$ cat src/rtl/systolic_pkg.sv
// Shared types and default sizing for the systolic array stream controller.
package systolic_pkg;

  localparam int WIDTH_DEF        = 8;
  localparam int LATENCY_DEF      = 3;
  localparam int DEPTH_DEF        = 4;
  localparam int FLUSH_CYCLES_DEF = 3;

  typedef enum logic [1:0] {
    IDLE,
    RUN,
    FLUSH
  } ctrl_state_t;

  typedef struct packed {
    logic valid;
    logic last;
  } dl_entry_t;

endpackage

$ cat src/rtl/sync_fifo.sv
// Single-clock FIFO with occupancy count; the head reads as zero while empty.
module sync_fifo #(
  parameter int DATA_W = 9,
  parameter int DEPTH  = 4
) (
  input  logic                     clk,
  input  logic                     rst,
  input  logic                     push,
  input  logic [DATA_W-1:0]        push_data,
  input  logic                     pop,
  output logic [DATA_W-1:0]        head,
  output logic                     empty,
  output logic [$clog2(DEPTH):0]   count
);

  localparam int AW = $clog2(DEPTH);
  localparam int CW = AW + 1;

  logic [DATA_W-1:0] mem [DEPTH];
  logic [AW-1:0]     wr_ptr;
  logic [AW-1:0]     rd_ptr;
  logic              full;
  logic              pop_ok;
  logic              push_ok;

  assign empty   = (count == '0);
  assign full    = (count == CW'(DEPTH));
  assign pop_ok  = pop && !empty;
  // a pop in the same cycle frees the slot, so a full FIFO can still accept
  assign push_ok = push && (!full || pop_ok);

  always_ff @(posedge clk or negedge rst) begin
    if (!rst) begin
      wr_ptr <= '0;
      rd_ptr <= '0;
      count  <= '0;
    end else begin
      if (push_ok) wr_ptr <= wr_ptr + 1'b1;
      if (pop_ok)  rd_ptr <= rd_ptr + 1'b1;
      case ({push_ok, pop_ok})
        2'b10:   count <= count + 1'b1;
        2'b01:   count <= count - 1'b1;
        default: ;
      endcase
    end
  end

  always_ff @(posedge clk) begin
    if (push_ok) mem[wr_ptr] <= push_data;
  end

  assign head = empty ? '0 : mem[rd_ptr];

endmodule

$ cat src/rtl/systolic_stream_ctrl.sv
// Valid/ready stream wrapper around the systolic array: credit-gated issue,
// latency tracking of issued samples and an output FIFO for the results.
module systolic_stream_ctrl
  import systolic_pkg::*;
#(
  parameter int WIDTH        = WIDTH_DEF,
  parameter int LATENCY      = LATENCY_DEF,
  parameter int DEPTH        = DEPTH_DEF,
  parameter int FLUSH_CYCLES = FLUSH_CYCLES_DEF
) (
  input  logic                    clk,
  input  logic                    rst,
  input  logic                    s_valid,
  output logic                    s_ready,
  input  logic signed [WIDTH-1:0] s_data,
  input  logic                    s_last,
  output logic signed [WIDTH-1:0] arr_x_in,
  output logic signed [WIDTH-1:0] arr_y_prev,
  input  logic signed [WIDTH-1:0] arr_y_out,
  output logic                    m_valid,
  input  logic                    m_ready,
  output logic signed [WIDTH-1:0] m_data,
  output logic                    m_last,
  output logic                    busy
);

  localparam int CW  = $clog2(DEPTH) + 1;
  localparam int IW  = $clog2(LATENCY + 2);
  localparam int FCW = $clog2(FLUSH_CYCLES + 1);
  localparam logic [FCW-1:0] FLUSH_INIT = FCW'(FLUSH_CYCLES - 1);

  ctrl_state_t      state;
  logic [FCW-1:0]   flush_cnt;
  logic             issue;
  logic             credit_ok;
  logic [IW-1:0]    inflight;

  logic             vld_p0;
  logic             last_p0;
  dl_entry_t        dl_p1 [LATENCY];
  dl_entry_t        tail;

  logic [WIDTH:0]   fifo_head;
  logic             fifo_empty;
  logic [CW-1:0]    fifo_count;

  // vld_p0 is the sample currently on arr_x_in; it counts against credit too
  always_comb begin
    inflight = IW'(vld_p0);
    for (int i = 0; i < LATENCY; i++) begin
      inflight = inflight + IW'(dl_p1[i].valid);
    end
  end

  assign credit_ok = (32'(fifo_count) + 32'(inflight)) < 32'(DEPTH);
  assign s_ready   = rst && (state != FLUSH) && credit_ok;
  assign issue     = s_valid && s_ready;

  // Stage p0: registered sample onto the array input, bubble otherwise
  always_ff @(posedge clk or negedge rst) begin
    if (!rst) begin
      arr_x_in <= '0;
      vld_p0   <= 1'b0;
      last_p0  <= 1'b0;
    end else begin
      arr_x_in <= issue ? s_data : '0;
      vld_p0   <= issue;
      last_p0  <= issue && s_last;
    end
  end

  // Stage p1: LATENCY-deep tag line whose tail lines up with arr_y_out
  always_ff @(posedge clk or negedge rst) begin
    if (!rst) begin
      for (int i = 0; i < LATENCY; i++) dl_p1[i] <= '0;
    end else begin
      dl_p1[0] <= '{valid: vld_p0, last: last_p0};
      for (int i = 1; i < LATENCY; i++) dl_p1[i] <= dl_p1[i-1];
    end
  end

  assign tail = dl_p1[LATENCY-1];

  always_ff @(posedge clk or negedge rst) begin
    if (!rst) begin
      state     <= IDLE;
      flush_cnt <= '0;
    end else begin
      case (state)
        IDLE: begin
          if (issue) begin
            if (s_last) begin
              state     <= FLUSH;
              flush_cnt <= FLUSH_INIT;
            end else begin
              state <= RUN;
            end
          end
        end
        RUN: begin
          if (issue && s_last) begin
            state     <= FLUSH;
            flush_cnt <= FLUSH_INIT;
          end
        end
        FLUSH: begin
          if (flush_cnt == '0) state <= IDLE;
          else                 flush_cnt <= flush_cnt - 1'b1;
        end
        default: state <= IDLE;
      endcase
    end
  end

  sync_fifo #(
    .DATA_W (WIDTH + 1),
    .DEPTH  (DEPTH)
  ) u_fifo (
    .clk       (clk),
    .rst       (rst),
    .push      (tail.valid),
    .push_data ({tail.last, arr_y_out}),
    .pop       (m_valid && m_ready),
    .head      (fifo_head),
    .empty     (fifo_empty),
    .count     (fifo_count)
  );

  assign m_valid    = !fifo_empty;
  assign m_data     = fifo_head[WIDTH-1:0];
  assign m_last     = fifo_head[WIDTH];
  assign arr_y_prev = '0;
  assign busy       = (state != IDLE) || (inflight != '0) || !fifo_empty;

endmodule

$ cat config.mk
export PLATFORM = sky130hd
export DESIGN_NAME = systolic_stream_ctrl
export DESIGN_NICKNAME = d
export VERILOG_FILES = /design/src/rtl/systolic_pkg.sv /design/src/rtl/sync_fifo.sv /design/src/rtl/systolic_stream_ctrl.sv
export SDC_FILE = /design/constraint.sdc
export NUM_CORES = 1
export LEC_CHECK = 0
export CAP_MARGIN = 20
export CORE_UTILIZATION = 47
export CTS_BUF_LIST = sky130_fd_sc_hd__clkbuf_8 sky130_fd_sc_hd__clkbuf_16
export DETAILED_ROUTE_END_ITERATION = 6
export GPL_TIMING_DRIVEN = 0
export PLACE_DENSITY_LB_ADDON = 0.15
export SLEW_MARGIN = 20
export SYNTH_ARGS = -nofsm -noshare
export SYNTH_HDL_FRONTEND = slang
export SYNTH_SLANG_ARGS = --single-unit
$ cat constraint.sdc
create_clock -name clk -period 2.8 [get_ports clk]
set_input_delay 0.28 -clock clk [delete_from_list [all_inputs] [get_ports clk]]
set_output_delay 0.28 -clock clk [all_outputs]
set_load 0.005 [all_outputs]
# Yosys cells after proc, flatten, opt, wreduce, memory -nomap -nowiden
# Memories as Yosys holds them, arrays and structs flattened.
# Cells that the tools add are included.
# word_totals
register_bits,27
latch_bits,0
ramBits,36
mem_bits_ro,0
inputBits,21
out_inout_bits,28
wordCells,71
n_memories,1
# op_classes
addsub,9
n_mul,0
div_mod_pow,0
magnitude_cmp,1
n_eq_ne,11
n_shift,0
mux,14
bitwise_logic,0
n_reduce_logical,21
# mem_list
memory,words,word_bits,read_ports,rd_ports_with_merged_regs,wr,line_no,source
u_fifo.mem,4,9,1,0,1,sync_fifo.sv:19,logic [DATA_W-1:0] mem [DEPTH];
# ops
operator,count
$mux 2,7
$ne 2x2->1 const B,6
$pmux 2 s3,2
$mux 9,1
$mux 8,1
$logic_and 1x1->1,7
$pmux 3 s2,1
$reduce_bool 3->1,2
$reduce_and 5->1,1
$add 2x1->2 const B,2
$add 3x3->4,1
$eq 2x1->1 const B,2
$eq 2x2->1 const B,2
$logic_not 2->1,2
$lt 4x3->1 const B,1
$reduce_bool 2->1,2
$add 2x1->3,1
$add 3x1->3,1
$add 3x1->3 const B,1
$eq 3x3->1 const B,1
$logic_not 3->1,1
$logic_or 1x1->1,3
$reduce_and 3->1,1
$sub 3x1->3 const B,1
other kinds (4),6

# Logic depth before layout (Yosys ltp)
# logic_depth
depth_word,10
ltp_mapped,10

# Cells and area by module
# Synthesis repeated with hierarchy kept, for this count alone.
# hier_totals
cells_unflattened,174
area_unflattened_um2,2722.6
# by_module_without_submodules
mod,n_inst,cells_each,area_per_inst_um2
sync_fifo,1,95,1791.7
systolic_stream_ctrl,1,79,930.9

# Least setup slack after synthesis
# OpenSTA, ideal clock, no wires.
# synth_path
path_kind,register to register
from,register vld_p0
to,register arr_x_in[0]
arrival_ns,2.370
required_time_ns,2.734
path_slack_ns,0.364
stages_incl_launch_ff,11
synth_period_minus_slack_ns,2.436
path_cell_list,dfrtp_1 inv_1 fa_1 inv_1 ha_1 ha_1 ha_1 nor4b_2 o2111a_1 buf_2 and2_1
# synth_between
elab_chain_cells,8
# synth_rtl
item,line_no,source
"start, declared",systolic_stream_ctrl.sv:38,logic vld_p0;
"start signal, assigned",systolic_stream_ctrl.sv:67,vld_p0 <= issue;
$add 1x1->2,systolic_stream_ctrl.sv:51,inflight = inflight + IW'(dl_p1[i].valid);
$add 2x1->3,systolic_stream_ctrl.sv:51,
$add 3x1->3,systolic_stream_ctrl.sv:51,
$add 3x3->4,systolic_stream_ctrl.sv:55,assign credit_ok = (32'(fifo_count) + 32'(inflight)) < 32'(DEPTH);
$lt 4x3->1,systolic_stream_ctrl.sv:55,
$logic_and 1x1->1,systolic_stream_ctrl.sv:56,assign s_ready = rst && (state != FLUSH) && credit_ok;
$logic_and 1x1->1,systolic_stream_ctrl.sv:57,assign issue = s_valid && s_ready;
net issue,systolic_stream_ctrl.sv:34,logic issue;
$mux 8,systolic_stream_ctrl.sv:66,arr_x_in <= issue ? s_data : '0;
"end signal, assigned",systolic_stream_ctrl.sv:66,
"end, declared",systolic_stream_ctrl.sv:17,"output logic signed [WIDTH-1:0] arr_x_in,"
# The timed path passes the listed nets, and every way through them passes these cells.
# A chain may end at the register's enable or synchronous reset.

# Worst setup path after layout
# layout_path
from,register vld_p0
to,output port busy
# layout_between
elab_chain_cells,6
# layout_rtl
item,line_no,source
$add 1x1->2,systolic_stream_ctrl.sv:51,
$add 2x1->3,systolic_stream_ctrl.sv:51,
$add 3x1->3,systolic_stream_ctrl.sv:51,
$reduce_bool 3->1,systolic_stream_ctrl.sv:133,assign busy = (state != IDLE) || (inflight != '0) || !fifo_empty;
$logic_or 1x1->1 (2 in series),systolic_stream_ctrl.sv:133,
"end, declared",systolic_stream_ctrl.sv:24,output logic busy
# No other way between the ends.

==> reports/qor.yml <==
outcome:
  status: "finished, violations left"
  failed_checks: "setup timing"
placement:
  dp.cells: 281
  place_ws_ps: -227.3
  hpwl_um: 3049
  numPortBuffers: 40
  gp_congestion: 0.7358
clock_network:
  cts_root_buf: "clkbuf_8"
  clock_latency_ps: 330
  cts_tree: "done"
  cts_buffer_depth: 2
  cts_buffers: 9
  htreeDepth: 3
  clk_pin_slew_ps: 60
  cts.sinks: 63
floorplanning:
  initial_utilization_pct: 50.09
  die_x_um: 76.95
  core_um2: 5270
  num_rows: 26
  die-area_um2: 5921
  ios: 49
  chipHeight_um: 76.95
cells_and_area:
  num-nets-final: 258
  fill_cells: 407
  multi_input_area_um2: 820.8
  post_route_cells_drive_above_1_share_pct: 20.43
  finalNonFillerCells: 300
  fin_util_pct: 64.84
  diodes: 0
  regArea_um2: 1757
  final_common_cell: "clkdlybuf4s50_1"
  final_cell_mix: "clkdlybuf4s50_1, edfxtp_1, dfrtp_1"
  syn_to_final_growth_pct: 29.43
power_and_ir_drop:
  power_leakage_uw: 0.001397
  internal-power_uw: 2242
  p_sw_share_pct: 28.17
  peakVddDrop_v: 0.0004373
  p_switching_uw: 879.3
  combPwrFrac_pct: 34.1
  powerDensity_nw_per_um2: 913.4
  clockPowerShare_pct: 26.3
  pwr-share-seq_pct: 39.6
  power_uw: 3121
sta:
  setup-tns-final_ps: -12.45
  clock_skew_ps: 6.995
  rsz0062_at_grt: "true"
  max_slew_margin_pct: 57.88
  fin_ws_ps: -12.45
  setup_violations: 1
  report.final.slew_viol_count: 0
  finalHoldViolCount: 0
  tightest_slew_ps: 631.8
  fin_crit_ps: 2812
  fmaxAchievable_mhz: 355.6
  fin_crit_sh_pct: 100.4
synth:
  synth_edf_count: 36
  netlist-cell-type-count: 30
  synth-main-ff-cell: "edfxtp_1"
  yosys_warnings: 0
  yosysSeqAreaShare_pct: 66.54
  ys_seq_elements: 63
  synth_area_um2: 2640
  async_reset_ff_share_pct: 42.86
  syn_avg_cell_area_um2: 16.10
  synth_cells: 164
grt:
  grt_usage_pct: 17.00
  grt_pass1_wl_um: 7362
  grt_pass1_vias: 1576
  antenna_found_initial: 0
  grt-ovfl-total: 0
  grt_max_degree: 29
detailed_routing:
  wl_per_cell_um: 15.03
  vias: 1486
  drc: 0
  ant_nets: 0
  dr.pass1.iters: 4
  via_per_inst: 4.953
  totalWireLength_um: 4510
  drt_iter0_drc: 40
critical_path:
  cp_max_fo: 2
  path_class: "reg -> out"
  crit_required_ps: 2520
  cp.arrival_ps: 2530
  start_kind: "register"
  end_kind: "output pin"
  rrSetupSlack_ps: 260
min_path:
  hold_class: "reg -> reg"
flow_run:
  drv_cap: 0
==> per-stage QoR <==
| stage | hold WS [ps] | cell area [um2] |
|---|---|---|
| after floorplan | -15.59 | 2666 |
| after global placement | 335.9 | 3154 |
| after detailed placement | 334.7 | 3149 |
| after CTS | 359.4 | 3410 |
| after global routing | 368.6 | 3417 |
| final | 360.8 | 3417 |
==> power groups by stage <==
stage	Combinational [uW]	Sequential, uW	Clock, uW
2_1_floorplan	640	1220	0
3_3_place_gp	998	1240	0
3_5_place_dp	1040	1250	0
4_1_cts	1080	1240	832
5_1_grt	1180	1260	875
6_report	1060	1240	820
==> final cells by class <==
cell class	count	area share, %
sequential	63	51.41
tap	70	2.563
inverter	15	1.648
clock inverter	7	2.343
buffer	12	2.380
clock buffer	9	3.625
timing repair buffer	43	12.01
multi-input combinational	81	24.02
==> critical path: stages, from the launching register on <==
cell and delay (ps):
dfrtp_1 350, inv_2 50, fa_1 550, inv_2 50, ha_4 160, ha_4 230, or4_1 380, or3_1 310
buf_2 130
==> routing by layer <==
layer  global-route usage, %  wire [um]
met1                   19.55       1928
met2                   29.02       2265
met3                   5.357        226
met4                   7.500         91
met5                       0          0
==> final timing paths <==
| check | end | cells past startpoint | from |
|---|---|---|---|
| worst max-delay path | busy | 8 | vld_p0 |
| max in group asynchronous | arr_x_in[6] | 2 | rst |
| worst max register to register | arr_x_in[1] | 11 | vld_p0 |
| worst min-delay path | dl_p1[2] | 0 | dl_p1[4] |
| min in group asynchronous | u_fifo.count[0] | 2 | rst |
| worst min register to register | dl_p1[2] | 0 | dl_p1[4] |
==> cells in the mapped netlist, drive strengths merged (2+ instances only) <==
library cell | instances | area share (%)
edfxtp | 36 | 41
dfrtp | 27 | 26
and2 | 23 | 5.5
inv | 15 | 2.1
buf | 11 | 2.9
ha | 10 | 4.7
mux4 | 9 | 7.7
xnor2 | 5 | 1.7
nor2 | 3 | 0.43
fa | 2 | 1.5
nand3 | 2 | 0.38
o211a | 2 | 0.76
o21ai | 2 | 0.38
or3 | 2 | 0.47
xor2 | 2 | 0.66
==> registers in the layout (all words and copies together) (netlist names) <==
register       cells
arr_x_in           8
dl_p1              6
flush_cnt          2
last_p0            1
state              2
u_fifo.count       3
u_fifo.mem        36
u_fifo.rd_ptr      2
u_fifo.wr_ptr      2
vld_p0             1
==> cells by family (layout without fill, tap and decap cells) <==
family,Yosys count,in the layout,synth area share (%)
and+or+nand+nor,34,34,7.962
DFF,63,63,66.54
AOI/OAI and AO/OA,9,9,2.939
adders and majority gates,12,12,6.256
xor gates and xnor gates,7,7,2.322
buffers and inverters,27,86,5.213
other,1,8,0.1420
muxes,11,11,8.625
==> what timing repair did <==
| item | CTS | global route |
|---|---|---|
| setup buffers | 1 | 1 |
| hold endpoints to repair | 27 | 0 |
| hold buffers | 1 | 0 |
| pin swaps | 4 | 3 |
| gates resized for setup | 18 | 0 |
| endpoints found under the setup margin | 2 | 2 |
Power figures use the tool's default switching activity.
